--- src/rtl/rd_label_pipe.sv ---
// Registered minicpu decode stage with security label tracking and a post-syscall stall.
// Optional feature RD_ILLEGAL_TRAP_EN: a retired illegal instruction sets a sticky trap that blocks intake.
module rd_label_pipe #(
  parameter int                 LABEL_W       = 2,
  parameter logic [LABEL_W-1:0] LABEL_RST     = '0,
  parameter int                 SYSCALL_STALL = 2
) (
  input  logic               CLK,
  input  logic               MRST_N,
  input  logic               in_valid,
  output logic               in_ready,
  input  logic [31:0]        in_inst,
  output logic               out_valid,
  input  logic               out_ready,
  output logic [4:0]         RSaddr,
  output logic [4:0]         RTaddr,
  output logic [4:0]         RDaddr,
  output logic [31:0]        Imm,
  output logic               instIsSyscall,
  output logic               illegal,
  output logic               illegal_trap,
  output logic [LABEL_W-1:0] ReadLabel,
  output logic [LABEL_W-1:0] WriteLabel
);

  logic [5:0]  op, funct;
  logic [4:0]  rs, rt, rd;
  logic [15:0] imm16;

  assign op    = in_inst[31:26];
  assign rs    = in_inst[25:21];
  assign rt    = in_inst[20:16];
  assign rd    = in_inst[15:11];
  assign imm16 = in_inst[15:0];
  assign funct = in_inst[5:0];

  logic [4:0]  dec_rd;
  logic [31:0] dec_imm;
  logic        dec_sys, dec_ill, dec_setr_r, dec_setr_w, setr_hit;

  // SETR rides on the ADDI encoding with rs=0, rt selecting which labels to write.
  assign setr_hit = (in_inst[31:16] == 16'h2000 || in_inst[31:16] == 16'h2001 ||
                     in_inst[31:16] == 16'h2002) && (in_inst[15:LABEL_W] == '0);

  always_comb begin
    dec_rd     = 5'd0;
    dec_imm    = 32'd0;
    dec_sys    = 1'b0;
    dec_ill    = 1'b0;
    dec_setr_r = 1'b0;
    dec_setr_w = 1'b0;
    case (op)
      6'h00: begin
        case (funct)
          6'h00, 6'h02, 6'h03, 6'h04, 6'h06, 6'h07,
          6'h09, 6'h10, 6'h12,
          6'h20, 6'h21, 6'h22, 6'h23, 6'h24, 6'h25, 6'h26, 6'h27,
          6'h2A, 6'h2B:                          dec_rd  = rd;
          6'h0C:                                 dec_sys = 1'b1;
          6'h08, 6'h0D, 6'h11, 6'h13,
          6'h18, 6'h19, 6'h1A, 6'h1B:            ;
          default:                               dec_ill = 1'b1;
        endcase
      end
      6'h01: begin
        if (!(rt == 5'h00 || rt == 5'h01 || rt == 5'h10 || rt == 5'h11))
          dec_ill = 1'b1;
      end
      6'h02, 6'h04, 6'h05, 6'h06, 6'h07: ;
      6'h03: dec_rd = 5'd31;
      6'h08, 6'h09, 6'h0A, 6'h0B: begin
        dec_rd  = rt;
        dec_imm = {{16{imm16[15]}}, imm16};
      end
      6'h0C, 6'h0D, 6'h0E: begin
        dec_rd  = rt;
        dec_imm = {16'd0, imm16};
      end
      6'h0F: begin
        dec_rd  = rt;
        dec_imm = {imm16, 16'd0};
      end
      6'h20, 6'h21, 6'h22, 6'h23, 6'h24, 6'h25, 6'h26: begin
        dec_rd  = rt;
        dec_imm = {{16{imm16[15]}}, imm16};
      end
      6'h28, 6'h29, 6'h2A, 6'h2B, 6'h2E: dec_imm = {{16{imm16[15]}}, imm16};
      6'h11, 6'h31, 6'h39: ;
      default: dec_ill = 1'b1;
    endcase
    if (setr_hit) begin
      dec_rd     = 5'd0;
      dec_sys    = 1'b1;
      dec_setr_r = (in_inst[17:16] != 2'd2);
      dec_setr_w = (in_inst[17:16] != 2'd1);
    end
  end

  logic               vld_q, sys_q, ill_q, setr_r_q, setr_w_q;
  logic [4:0]         rs_q, rt_q, rd_q;
  logic [31:0]        imm_q;
  logic [LABEL_W-1:0] lbl_val_q;
  logic [LABEL_W-1:0] rlbl_q, rlbl_d, wlbl_q, wlbl_d;
  logic [3:0]         cnt_q, cnt_d;
  logic               trap;
  logic               accept, retire;

  assign in_ready = (cnt_q == 4'd0) && (!vld_q || out_ready) && !trap;
  assign accept   = in_valid && in_ready;
  assign retire   = vld_q && out_ready;

  always_comb begin
    cnt_d = cnt_q;
    if (accept && dec_sys)   cnt_d = 4'(SYSCALL_STALL);
    else if (cnt_q != 4'd0)  cnt_d = cnt_q - 4'd1;
  end

  // Labels move only when the SETR leaves the stage, so anything decoded behind it sees the old value.
  always_comb begin
    rlbl_d = rlbl_q;
    wlbl_d = wlbl_q;
    if (retire && setr_r_q) rlbl_d = lbl_val_q;
    if (retire && setr_w_q) wlbl_d = lbl_val_q;
  end

  always_ff @(posedge CLK or negedge MRST_N) begin
    if (!MRST_N) begin
      vld_q     <= 1'b0;
      rs_q      <= 5'd0;
      rt_q      <= 5'd0;
      rd_q      <= 5'd0;
      imm_q     <= 32'd0;
      sys_q     <= 1'b0;
      ill_q     <= 1'b0;
      setr_r_q  <= 1'b0;
      setr_w_q  <= 1'b0;
      lbl_val_q <= '0;
      rlbl_q    <= LABEL_RST;
      wlbl_q    <= LABEL_RST;
      cnt_q     <= 4'd0;
    end else begin
      rlbl_q <= rlbl_d;
      wlbl_q <= wlbl_d;
      cnt_q  <= cnt_d;
      if (accept) begin
        vld_q     <= 1'b1;
        rs_q      <= rs;
        rt_q      <= rt;
        rd_q      <= dec_rd;
        imm_q     <= dec_imm;
        sys_q     <= dec_sys;
        ill_q     <= dec_ill;
        setr_r_q  <= dec_setr_r;
        setr_w_q  <= dec_setr_w;
        lbl_val_q <= in_inst[LABEL_W-1:0];
      end else if (retire) begin
        vld_q <= 1'b0;
      end
    end
  end

`ifdef RD_ILLEGAL_TRAP_EN
  logic trap_q;
  always_ff @(posedge CLK or negedge MRST_N) begin
    if (!MRST_N)               trap_q <= 1'b0;
    else if (retire && ill_q)  trap_q <= 1'b1;
  end
  assign trap = trap_q;
`else
  assign trap = 1'b0;
`endif

  assign out_valid     = vld_q;
  assign RSaddr        = rs_q;
  assign RTaddr        = rt_q;
  assign RDaddr        = rd_q;
  assign Imm           = imm_q;
  assign instIsSyscall = sys_q;
  assign illegal       = ill_q;
  assign illegal_trap  = trap;
  assign ReadLabel     = rlbl_q;
  assign WriteLabel    = wlbl_q;

endmodule

--- config.mk ---
export PLATFORM = sky130hd
export DESIGN_NAME = rd_label_pipe
export DESIGN_NICKNAME = d
export VERILOG_FILES = /design/src/rtl/rd_label_pipe.sv
export SDC_FILE = /design/constraint.sdc
export NUM_CORES = 1
export LEC_CHECK = 0
export ABC_AREA = 1
export CAP_MARGIN = 10
export CORE_ASPECT_RATIO = 0.9
export CORE_MARGIN = 2
export CORE_UTILIZATION = 52
export CTS_CLUSTER_DIAMETER = 40
export DETAILED_ROUTE_END_ITERATION = 10
export PLACE_DENSITY = 0.82
export SYNTH_ARGS = -nofsm -noshare
export SYNTH_HDL_FRONTEND = slang
export SYNTH_SLANG_ARGS = --single-unit
--- constraint.sdc ---
create_clock -name CLK -period 4.95 [get_ports CLK]
set_clock_uncertainty 0.1 [all_clocks]
set_input_delay 1.2375 -clock CLK [delete_from_list [all_inputs] [get_ports CLK]]
set_output_delay 1.2375 -clock CLK [all_outputs]
set_load 0.05 [all_outputs]
; ---- Word-level counts from Yosys, hierarchy flattened
; Cells that the tools add are included.
[totals]
ff_bits = 62
input_bits = 36
out_inout_bits = 56
[op_classes]
add_sub_neg = 1
n_eq_ne = 65
mux = 16
reduce_logical = 28
[ops]
columns = operator, count
row1 = $eq A6 B6 Y1 const B, 24
row2 = $pmux W32 S3, 1
row3 = $eq A6 B4 Y1 const B, 12
row4 = $eq A6 B5 Y1 const B, 9
row5 = $eq A16 B14 Y1 const B, 3
row6 = $eq A6 B3 Y1 const B, 7
row7 = $reduce_or A29 Y1, 1
row8 = $reduce_or A28 Y1, 1
row9 = $eq A6 B2 Y1 const B, 4
row10 = $reduce_or A19 Y1, 1
row11 = $reduce_or A16 Y1, 1
row12 = $pmux W5 S3, 1
row13 = $reduce_or A15 Y1, 1
row14 = $logic_not A14 Y1, 1
row15 = $logic_not A6 Y1, 2
row16 = $eq A5 B5 Y1 const B, 2
row17 = $mux W5, 2
row18 = $mux W1, 9
row19 = $mux W4, 2
row20 = $logic_and A1 B1 Y1, 7
row21 = $eq A6 B1 Y1 const B, 1
row22 = $logic_or A1 B1 Y1, 6
row23 = $eq A5 B1 Y1 const B, 1
row24 = $logic_not A5 Y1, 1
row25 = 9 further kinds, 10

; ---- Depth between registers and ports, before layout
[depth]
depth_word = 7
mapped_depth = 13
ltp_nobuf = 12

; ---- Worst setup path after synthesis
; Ideal clock, no wire load.
[synth_path]
kind = input -> output
from = in out_ready
to = out in_ready
arrival_time_ns = 2.068
required_ns = 3.613
slack_ns = 1.544
path_stages = 4
cell_sequence = inv_1 > nand2_1 > inv_1 > nor2_1
[synth_between]
elab_chain_cells = 2
[synth_lines]
columns = element, line_no
row1 = from (decl), 14  ; input logic out_ready,
row2 = $logic_or A1 B1 Y1, 108  ; assign in_ready = (cnt_q == 4'd0) && (!vld_q || out_ready) && !trap;
row3 = $logic_and A1 B1 Y1, 108
row4 = to (decl), 11  ; output logic in_ready,
; No other way between the ends.

; ---- Final worst setup path
; Ends and elaborated chain as after synthesis.

==> results.yml <==
status:
  status: "finished, final reports clean"
synthesis:
  avgSynthCellArea_um2: 7.37
  seq_area_frac_synth_pct: 47.4
  synth_cell_types: 27
  synth_mux_area_share_pct: 0
  synth-compound-area-share_pct: 8.83
  synth_seq_cells: 62
  synth_top_family_by_area: "simple AND/OR/NAND/NOR gates"
  syn_area_mm2: 0.00327
  synthAdderAreaFrac_pct: 0.764
  yosys_warnings: 0
  synth_nets: 482
  synthSimpleGateAreaFrac_pct: 33.5
  syn-instance-count: 444
  yosys.area_share.xor_xnor_pct: 0.802
die:
  initial_core_util_pct: 53.6
  coreArea_mm2: 0.00611
  ios: 92
  die_y_um: 79.3
  die_w_um: 87.6
  fp-row-count: 27
  die_area_mm2: 0.00695
detailed_routing:
  drt_iter0_drc: 203
  wirelength_mm: 8.57
  wl_per_cell_um: 13.8
  drt_first_pass_iters: 5
  vias_per_cell: 5.18
  drc_errors: 0
  route.vias.total: 3225
  detail-route-antenna-nets: 0
grt:
  met2_usage_pct: 43.1
  grt_first_pass_wirelength_mm: 14.4
  grtUsageMet3_pct: 6.03
  use_met1_pct: 34.8
  grt_pass1_vias: 3113
  antenna_found_initial: 0
  grt_overflow: 0
  grt_start_max_net_pins: 58
  grt_busiest_layer: "met2"
  grt_use_total_pct: 26.6
cts:
  path_clk_slew_ps: 70
  cts_tree: "built"
  cts_hold_buf: 0
  numCtsBuffers: 9
  clk_latency_ps: 350
  cts-resized-gates: 0
  cts_setup_buffers: 0
  cts_buffer_depth: 2
  cts.sinks: 62
  cts_root_buf: "clkbuf_8"
  htreeDepth: 3
hold_path:
  hold_class: "flop to flop"
  worstHoldPathCells: 2
  min-delay-start: "RTaddr[2]$_DFFE_PN0P_"
  min_to: "RTaddr[2]$_DFFE_PN0P_"
layout:
  drive_gt1_share_pct: 6.36
  diodes: 0
  fillers: 517
  fin_nets: 568
  area_delta_synth_final_pct: 34.4
critical_path:
  slowest_stage: "clkdlybuf4s50_1"
  max_stage_delay_ps: 800
  cp_max_fo: 3
  path_buf_inv: 4
  r2r_start: "cnt_q[0]$_DFFE_PN0P_"
  rrSetupSlack_ps: 2900
  crit_arrival_ps: 2820
  cp.required_ps: 3610
  path_class: "primary input to output pin"
  crit_chain: "clkdlybuf4s50_1 -> inv_1 -> nand2_1 -> inv_1 -> nor2_1 -> clkdlybuf4s50_1"
  end_kind: "output pin"
  worstRegToRegCells: 7
  worst-path-stages: 6
  critPathTopFamily: "buffers and inverters"
  start_kind: "primary input"
  worstReg2RegEnd: "cnt_q[0]$_DFFE_PN0P_"
sta:
  fmaxAchievable_mhz: 240
  rsz0062_at_grt: "no"
  fin_crit_ps: 4160
  final_hold_viol_count: 0
  finalMaxSlewViolations: 0
  setup_tns_ps: 0
  setup_viol: 0
  hold_slack_ps: 373
  tightest_slew_ps: 928
  max_slew_margin_pct: 38.1
  period_share_pct: 84.0
power_and_ir_drop:
  swShare_pct: 46.9
  switching_power_w: 0.00129
  peakVddDrop_v: 0.000404
  power_density_mw_per_mm2: 624
  pwr-share-clk_pct: 18.3
  pwr-share-comb_pct: 51.6
  finalPower_w: 0.00275
  p_leak_nw: 2.22
  internal_power_w: 0.00146
  seqPwrFrac_pct: 30.1
place:
  hpwlAfterDp_mm: 5.98
  numPortBuffers: 90
  gp_congestion: 0.843
job:
  max_cap_violations: 0
cell usage after synthesis:
| cell type | n | area [µm²] |
|---|---|---|
| nand2_1 | 168 | 631 |
| dfrtp_1 | 62 | 1550 |
| inv_1 | 41 | 154 |
| o21ai_0 | 36 | 180 |
| nand3_1 | 34 | 170 |
| nor2_1 | 33 | 124 |
| a21oi_1 | 11 | 55.1 |
| nand4_1 | 8 | 50.1 |
| buf_4 | 6 | 45.0 |
| nor2_2 | 6 | 37.5 |
| buf_2 | 5 | 25.0 |
| nor3_1 | 5 | 25.0 |
| o21ai_1 | 4 | 20.0 |
| buf_6 | 3 | 33.8 |
| clkbuf_1 | 3 | 11.3 |
| inv_2 | 3 | 11.3 |
| nand2_2 | 3 | 18.8 |
| ha_1 | 2 | 25.0 |
| o211ai_1 | 2 | 15.0 |
| xnor2_1 | 2 | 17.5 |
| and2_1 | 1 | 6.26 |
| conb_1 | 1 | 3.75 |
| nand3_2 | 1 | 10.0 |
| nor3b_1 | 1 | 7.51 |
| nor3b_4 | 1 | 18.8 |
| o21bai_4 | 1 | 18.8 |
| xor2_1 | 1 | 8.76 |
per-layer routing:
metal	share of wire [%]	routed length (µm)
met1	44	3800
met5	0	0
met3	6.2	533
met4	1.7	148
met2	48	4090
metrics by stage:
stage               std cells  instance area, µm²  worst slack (ps)  util (%)
floorplan                 444                3270              1540         -
global placement          606                4180               786      68.3
detailed placement        606                4180               786      68.3
CTS                       622                4400               787      72.0
global route              622                4400               701      72.0
finish                    622                4400               792      72.0
logic make-up after synthesis:
family / after synthesis
and+or+nand+nor: 261
DFF: 62
adders and majority gates: 2
xor gates and xnor gates: 3
other: 1
AOI/OAI and AO/OA: 54
buffers and inverters: 61
worst max-delay path by stage:
stage / from / end / slack [ps]
after floorplan: out_ready / in_ready / 1540
after global placement: out_ready / in_ready / 790
after detailed placement: out_ready / in_ready / 790
after CTS: out_ready / in_ready / 790
after global routing: out_ready / in_ready / 700
final: out_ready / in_ready / 790
worst reg2reg max path, stage by stage, from the launching register on:
cell,delay [ps]
dfrtp_1,410
inv_1,100
ha_1,170
nand2_2,120
nor3b_4,210
buf_4,440
o21ai_1,220
and2_1,180
sequential cells by signal, indices dropped and copies added (netlist names):
name           count
instIsSyscall      1
RTaddr             5
setr_r_q           1
setr_w_q           1
cnt_q              4
lbl_val_q          2
ReadLabel          2
WriteLabel         2
RSaddr             5
out_valid          1
Imm               32
RDaddr             5
illegal            1
placed cells by master (no fill, tap or decap), types with 3 or more instances in the layout:
| cell | Yosys | routed |
|---|---|---|
| nor2_1 | 33 | 33 |
| nor3_1 | 5 | 5 |
| nand3_1 | 34 | 34 |
| o21ai_0 | 36 | 36 |
| clkdlybuf4s50_1 | 0 | 89 |
| nor2_2 | 6 | 6 |
| a21oi_1 | 11 | 11 |
| inv_2 | 3 | 3 |
| clkbuf_8 | 0 | 10 |
| dfrtp_1 | 62 | 62 |
| nand2_1 | 168 | 168 |
| inv_1 | 41 | 41 |
| nand2_2 | 3 | 3 |
| o21ai_1 | 4 | 4 |
| nand4_1 | 8 | 8 |
layout make-up:
cell class | count | area (µm²) | share of cell area (%)
Clock buffer | 10 | 138 | 3.13
Timing Repair Buffer | 92 | 911 | 20.7
Tap cell | 87 | 109 | 2.47
Clock inverter | 6 | 85.1 | 1.93
Multi-Input combinational cell | 321 | 1440 | 32.8
Inverter | 44 | 165 | 3.75
Sequential cell | 62 | 1550 | 35.2
power groups by stage:
| stage | Clock [W] | Sequential (W) | Combinational (W) |
|---|---|---|---|
| after floorplan | 0 | 0.00144 | 0.000324 |
| after global placement | 0 | 0.000826 | 0.00140 |
| after detailed placement | 0 | 0.000830 | 0.00142 |
| after CTS | 0.000504 | 0.000826 | 0.00143 |
| after global routing | 0.000529 | 0.000852 | 0.00151 |
| final | 0.000503 | 0.000827 | 0.00142 |
Note: power is estimated with default switching activity, not from simulation.
